File: src/rtl/pio_irq_pkg.sv
// Shared constants for the multi-bit interrupt input port.
// Register addresses, synchroniser depth limits and enable reset defaults.
package pio_irq_pkg;

    localparam logic [2:0] ADDR_DATA     = 3'd0;
    localparam logic [2:0] ADDR_RISE_EN  = 3'd1;
    localparam logic [2:0] ADDR_IRQ_MASK = 3'd2;
    localparam logic [2:0] ADDR_EDGE_CAP = 3'd3;
    localparam logic [2:0] ADDR_FALL_EN  = 3'd4;
    localparam logic [2:0] ADDR_DEBOUNCE = 3'd5;
    localparam logic [2:0] ADDR_PENDING  = 3'd6;

    localparam int SYNC_MIN = 2;
    localparam int SYNC_MAX = 4;

    localparam logic [31:0] RISE_RST_DEF = 32'hFFFF_FFFF;
    localparam logic [31:0] FALL_RST_DEF = 32'h0000_0000;

    // Out-of-range depths are pulled back into the legal window.
    function automatic int clamp_sync(input int n);
        if (n < SYNC_MIN) return SYNC_MIN;
        if (n > SYNC_MAX) return SYNC_MAX;
        return n;
    endfunction

endpackage

File: src/rtl/pio_irq_in_multi_if.sv
// Avalon-MM slave bus bundle for the interrupt input port.
// The bus master drives the request side; the port returns data and irq.
interface pio_irq_in_multi_if;

    logic [2:0]  address;
    logic        chipselect;
    logic        write_n;
    logic [31:0] writedata;
    logic [31:0] readdata;
    logic        irq;

    modport master (
        output address,
        output chipselect,
        output write_n,
        output writedata,
        input  readdata,
        input  irq
    );

    modport slave (
        input  address,
        input  chipselect,
        input  write_n,
        input  writedata,
        output readdata,
        output irq
    );

endinterface

File: src/rtl/pio_debounce_bit.sv
// One input bit: synchroniser chain, debounce counter and filtered level.
// rise/fall pulse on the same clock that the filtered level flips.
module pio_debounce_bit
    import pio_irq_pkg::*;
#(
    parameter int SYNC_STAGES = 2,
    parameter int DBW         = 8
) (
    input  logic           clk,
    input  logic           reset_n,
    input  logic           in_bit,
    input  logic [DBW-1:0] debounce,
    output logic           db,
    output logic           rise,
    output logic           fall
);

    localparam int NS = clamp_sync(SYNC_STAGES);

    logic [NS-1:0]  sync_q, sync_d;
    logic [DBW-1:0] cnt_q, cnt_d;
    logic           db_q, db_d;
    logic           s;
    logic           toggle;

    always_comb begin
        sync_d = {sync_q[NS-2:0], in_bit};
        s      = sync_q[NS-1];
        cnt_d  = cnt_q;
        db_d   = db_q;
        toggle = 1'b0;
        // The counter only runs while the synchronised input disagrees.
        if (s == db_q) begin
            cnt_d = '0;
        end else if (cnt_q == debounce) begin
            toggle = 1'b1;
            db_d   = s;
            cnt_d  = '0;
        end else begin
            cnt_d = cnt_q + DBW'(1);
        end
    end

    always_ff @(posedge clk or negedge reset_n) begin
        if (!reset_n) begin
            sync_q <= '0;
            cnt_q  <= '0;
            db_q   <= 1'b0;
        end else begin
            sync_q <= sync_d;
            cnt_q  <= cnt_d;
            db_q   <= db_d;
        end
    end

    assign db   = db_q;
    assign rise = toggle & s;
    assign fall = toggle & ~s;

endmodule

File: src/rtl/pio_irq_in_multi.sv
// Parametrised interrupt input port: debounced inputs, per-bit edge
// selection, write-1-to-clear capture and a masked level irq.
module pio_irq_in_multi
    import pio_irq_pkg::*;
#(
    parameter int               WIDTH       = 8,
    parameter int               SYNC_STAGES = 2,
    parameter int               DBW         = 8,
    parameter logic [WIDTH-1:0] RISE_RST    = RISE_RST_DEF[WIDTH-1:0],
    parameter logic [WIDTH-1:0] FALL_RST    = FALL_RST_DEF[WIDTH-1:0]
) (
    input  logic             clk,
    input  logic             reset_n,
    input  logic [WIDTH-1:0] in_port,
    pio_irq_in_multi_if.slave bus
);

    logic [WIDTH-1:0] db, rise, fall, ev, clr;
    logic [WIDTH-1:0] rise_en_q, rise_en_d;
    logic [WIDTH-1:0] fall_en_q, fall_en_d;
    logic [WIDTH-1:0] mask_q, mask_d;
    logic [WIDTH-1:0] cap_q, cap_d;
    logic [DBW-1:0]   deb_q, deb_d;
    logic [31:0]      readdata_q, readdata_d;
    logic             wr;
    logic             wdata_unused;

    for (genvar i = 0; i < WIDTH; i++) begin : g_bit
        pio_debounce_bit #(
            .SYNC_STAGES (SYNC_STAGES),
            .DBW         (DBW)
        ) u_db (
            .clk      (clk),
            .reset_n  (reset_n),
            .in_bit   (in_port[i]),
            .debounce (deb_q),
            .db       (db[i]),
            .rise     (rise[i]),
            .fall     (fall[i])
        );
    end

    assign wr           = bus.chipselect & ~bus.write_n;
    assign wdata_unused = ^bus.writedata;

    always_comb begin
        rise_en_d = rise_en_q;
        fall_en_d = fall_en_q;
        mask_d    = mask_q;
        deb_d     = deb_q;
        clr       = '0;
        if (wr) begin
            unique case (bus.address)
                ADDR_RISE_EN:  rise_en_d = bus.writedata[WIDTH-1:0];
                ADDR_IRQ_MASK: mask_d    = bus.writedata[WIDTH-1:0];
                ADDR_EDGE_CAP: clr       = bus.writedata[WIDTH-1:0];
                ADDR_FALL_EN:  fall_en_d = bus.writedata[WIDTH-1:0];
                ADDR_DEBOUNCE: deb_d     = bus.writedata[DBW-1:0];
                default: ;
            endcase
        end
        // A new event beats a simultaneous clear so nothing is lost.
        ev    = (rise & rise_en_q) | (fall & fall_en_q);
        cap_d = (cap_q & ~clr) | ev;
    end

    always_comb begin
        readdata_d = '0;
        unique case (bus.address)
            ADDR_DATA:     readdata_d = 32'(db);
            ADDR_RISE_EN:  readdata_d = 32'(rise_en_q);
            ADDR_IRQ_MASK: readdata_d = 32'(mask_q);
            ADDR_EDGE_CAP: readdata_d = 32'(cap_q);
            ADDR_FALL_EN:  readdata_d = 32'(fall_en_q);
            ADDR_DEBOUNCE: readdata_d = 32'(deb_q);
            ADDR_PENDING:  readdata_d = 32'(cap_q & mask_q);
            default:       readdata_d = '0;
        endcase
    end

    always_ff @(posedge clk or negedge reset_n) begin
        if (!reset_n) begin
            rise_en_q  <= RISE_RST;
            fall_en_q  <= FALL_RST;
            mask_q     <= '0;
            cap_q      <= '0;
            deb_q      <= '0;
            readdata_q <= '0;
        end else begin
            rise_en_q  <= rise_en_d;
            fall_en_q  <= fall_en_d;
            mask_q     <= mask_d;
            cap_q      <= cap_d;
            deb_q      <= deb_d;
            readdata_q <= readdata_d;
        end
    end

    assign bus.readdata = readdata_q;
    assign bus.irq      = |(cap_q & mask_q);

endmodule
File: src/flat_wrapper.sv
// flat-port wrapper written by rule: the top's interface ports become plain ports
module pio_irq_in_multi_flat import pio_irq_pkg::*;
#(
    parameter int               WIDTH       = 8,
    parameter int               SYNC_STAGES = 2,
    parameter int               DBW         = 8,
    parameter logic [WIDTH-1:0] RISE_RST    = RISE_RST_DEF[WIDTH-1:0],
    parameter logic [WIDTH-1:0] FALL_RST    = FALL_RST_DEF[WIDTH-1:0]
)
  (clk, reset_n, in_port, bus_address, bus_chipselect, bus_write_n, bus_writedata, bus_readdata, bus_irq);
  pio_irq_in_multi_if bus_i ();
  input  logic clk;
  input  logic reset_n;
  input  logic [WIDTH-1:0] in_port;
  input wire logic [$bits(bus_i.address)-1:0] bus_address;
  input wire logic [$bits(bus_i.chipselect)-1:0] bus_chipselect;
  input wire logic [$bits(bus_i.write_n)-1:0] bus_write_n;
  input wire logic [$bits(bus_i.writedata)-1:0] bus_writedata;
  output wire logic [$bits(bus_i.readdata)-1:0] bus_readdata;
  output wire logic [$bits(bus_i.irq)-1:0] bus_irq;
  assign bus_i.address = bus_address;
  assign bus_i.chipselect = bus_chipselect;
  assign bus_i.write_n = bus_write_n;
  assign bus_i.writedata = bus_writedata;
  assign bus_readdata = bus_i.readdata;
  assign bus_irq = bus_i.irq;
  pio_irq_in_multi #(.WIDTH(WIDTH), .SYNC_STAGES(SYNC_STAGES), .DBW(DBW), .RISE_RST(RISE_RST), .FALL_RST(FALL_RST)) u_core (.clk(clk), .reset_n(reset_n), .in_port(in_port), .bus(bus_i));
endmodule
File: config.mk
export PLATFORM = sky130hd
export DESIGN_NAME = pio_irq_in_multi_flat
export DESIGN_NICKNAME = d
export VERILOG_FILES = /design/src/rtl/pio_irq_pkg.sv /design/src/rtl/pio_irq_in_multi_if.sv /design/src/rtl/pio_debounce_bit.sv /design/src/rtl/pio_irq_in_multi.sv /design/src/flat_wrapper.sv
export SDC_FILE = /design/constraint.sdc
export NUM_CORES = 1
export LEC_CHECK = 0
export CAP_MARGIN = 20
export CORE_MARGIN = 5
export CORE_UTILIZATION = 36
export DETAILED_ROUTE_END_ITERATION = 12
export GPL_ROUTABILITY_DRIVEN = 1
export MAX_ROUTING_LAYER = met4
export PLACE_DENSITY_LB_ADDON = 0.08
export SKIP_CTS_REPAIR_TIMING = 1
export SLEW_MARGIN = 5
export SYNTH_ARGS = -nofsm -noshare
export SYNTH_HDL_FRONTEND = slang
export SYNTH_SLANG_ARGS = --single-unit
File: constraint.sdc
create_clock -name clk -period 1.5 [get_ports clk]
set_clock_uncertainty 0.05 [all_clocks]
set_input_delay 0.3 -clock clk [delete_from_list [all_inputs] [get_ports clk]]
set_output_delay 0.3 -clock clk [all_outputs]
set_load 0.02 [all_outputs]
==> impl_results.md <==
* Status: finished with violations
* Failing checks: negative setup slack
* Max Root-Sink Buffers at 2
* HPWL after DPL at approximately 12,000 um
* Sequential fraction of the synthesis area at 0.501
* Die height at 148 um
* Vias/cell at about 4.9
* Final WS setup at -201 ps
* TritonCTS Buffers at 17
* Min-delay src: in_port[2]
* H-tree Lvls at 4
* Top_reg_cell synth: dfrtp_1
* Crit path required time at 1150 ps
* Die area at 21,800 um2
* GRT Util Overall at 0.163
* Share of layout cells above drive strength 1 at 0.439
* P_leak at 4.29 nW
* Final hold viol count at 0
* Pre-CTS WS at -452 ps
* Vias in the first global route at approximately 4,900
* Mapped Area at around 7000 um2
* Detailed-route DRC error count at 0
* Initial DRC count at approximately 170
* RSZ-0062 raised after global routing: yes
* Setup-failing EPs final at 76
* Clk slew on worst S/H paths at 60 ps
* Flop and latch count out of synthesis at 136
* Layout net count at 807
* Initial Util at 0.365
* Final wirelength at 17,500 um
* Row count at 50
* Ports at 80
* Final min period at 1700 ps
* Crit Path Category: reg2out
* Number of synthesized flops with an enable pin at 0
* Core Area at 18,700 um2
* Most frequent cells in the layout: dfrtp_1 (127), buf_4 (78), xnor2_2 (49), xor2_1 (47), nand3_1 (38)
* Layout Area Growth over Synthesis at 43.8%
* Worst skew pair latency at roughly 410 ps
* Critical path fanouts, max at 2
* Synth unique cells at 38
* Crit. Startpoint: u_core.mask_q[4]
* Yosys warns at 0
* Commonest non-fill, non-tap cell in the layout: dfrtp_1
* Cells after Synth at 605
* First-pass GRT wire length at 26,900 um
* Peak VDD IR at 0.760 mV
* CP Capture Type: primary output
* GPL Wtd Cong at 0.768
* Initial antenna violation count at 0
* Worst Hold Class: in2reg
* Mean post-synth cell area at roughly 11 um2
* TritonRoute pass-1 iters at 4
* CTS tree: done
* Largest net degree at the start of global routing at 33
* # clock sinks at about 140
* Root Buffer: clkbuf_16
* N_diodes at 0
* Die W at 148 um
* WP data arrival at about 1400 ps
* Fin crit share at 1.13
* Total grt overflow at 0
* Achievable Freq at approximately 590 MHz
* Fillers at 1,650
* Startpoint Class: flop
* Origin of the critical flop-to-flop path: u_core.deb_q[1]
* Max cap viols at 0
* Async set or reset register ratio after synthesis at 1.00
* I/O Buffers at 31
* Hold slack at 271 ps
* Max-slew violations at 0
* DRT antenna net count at 0
* Wirelength per Cell at 17.5 um
* Vias at 4,875
* Power Dens Cells at 1590 nW/um2
-- flip-flops by register name (all words and copies together), names as in the netlist --
signal                    count
u_core.cap_q                  8
u_core.g_bit.u_db.cnt_q      64
u_core.deb_q                  8
u_core.mask_q                 8
u_core.g_bit.u_db.sync_q     16
u_core.rise_en_q              8
u_core.bus.readdata           8
u_core.fall_en_q              8
u_core.g_bit.u_db.db          8
-- layout make-up --
cell class | instances | area [um2] | area share
multi-input cells | 441 | 4010 | 0.409
clock buffers | 24 | 502 | 0.0512
inverters | 10 | 37.5 | 0.00383
repair buffers | 146 | 1450 | 0.148
well taps | 234 | 293 | 0.0299
flip-flops and latches | 136 | 3410 | 0.348
clock inverters | 8 | 92.6 | 0.00944
-- power by group --
part | internal [mW] | switching (mW) | total [mW]
clock network | 2.66 | 1.56 | 4.21
logic | 3.26 | 2.92 | 6.18
registers | 4.42 | 0.775 | 5.19
total | 10.3 | 5.25 | 15.6
-- kinds of logic (layout without fill, tap and decap cells) --
logic type                 after synthesis  count (layout)  synth area share
AOI/OAI and AO/OA                       39              39            0.0439
muxes                                   48              48            0.0906
adders and majority gates                8               8            0.0147
other                                    1              24          0.000550
DFF                                    136             136             0.501
buffers and inverters                   51             188            0.0494
xor gates and xnor gates               120             120             0.154
and+or+nand+nor                        202             202             0.146
-- cells in the mapped netlist, types with 10 or more instances --
master	n	area, um2
nand4_1	18	113
nand3_1	38	190
xor2_1	47	412
xnor2_1	73	639
nand3b_1	16	120
nand2_1	22	82.6
buf_4	38	285
inv_1	10	37.5
mux2_2	40	450
nor2_1	80	300
and3_1	19	119
dfrtp_1	128	3200
-- critical path, stage by stage (launching register included) --
cell and delay (ps):
dfrtp_1 390, a22oi_2 220, nand4_1 140, buf_2 190
-- layer usage --
| layer | wire, um | vias up | global-route usage |
|---|---|---|---|
| li1 | - | 2325 | - |
| met4 | 365 | 0 | 0.0494 |
| met5 | 0 | - | - |
| met3 | 627 | 28 | 0.0303 |
| met1 | 8420 | 2413 | 0.226 |
| met2 | 8070 | 109 | 0.243 |
-- through the flow --
stage | cell area (um2) | instances | setup TNS, ps | util | total power, mW
after global routing | 9800 | 999 | -12980 | 0.524 | 16.4
after floorplan | 6910 | 628 | 0 | - | 7.56
final | 9800 | 999 | -7130 | 0.524 | 15.6
after detailed placement | 8100 | 957 | -20980 | 0.433 | 9.74
after CTS | 8690 | 989 | -6950 | 0.465 | 14.0
after global placement | 8100 | 957 | -19260 | 0.433 | 9.65
-- final timing paths --
| check | slack, ps | cells after the start | end |
|---|---|---|---|
| setup / recovery | -200 | 3 | bus_irq |
| hold / removal | 270 | 1 | u_core.g_bit[2].u_db.sync_q[0] |
| setup reg to reg | -190 | 6 | u_core.g_bit[2].u_db.db |
| hold reg to reg | 300 | 0 | u_core.g_bit[1].u_db.sync_q[1] |
| max in group asynchronous | 510 | 3 | u_core.g_bit[4].u_db.cnt_q[5] |
| min in group asynchronous | 280 | 2 | u_core.bus.readdata[5] |
Note: power is estimated with default switching activity, not from simulation.
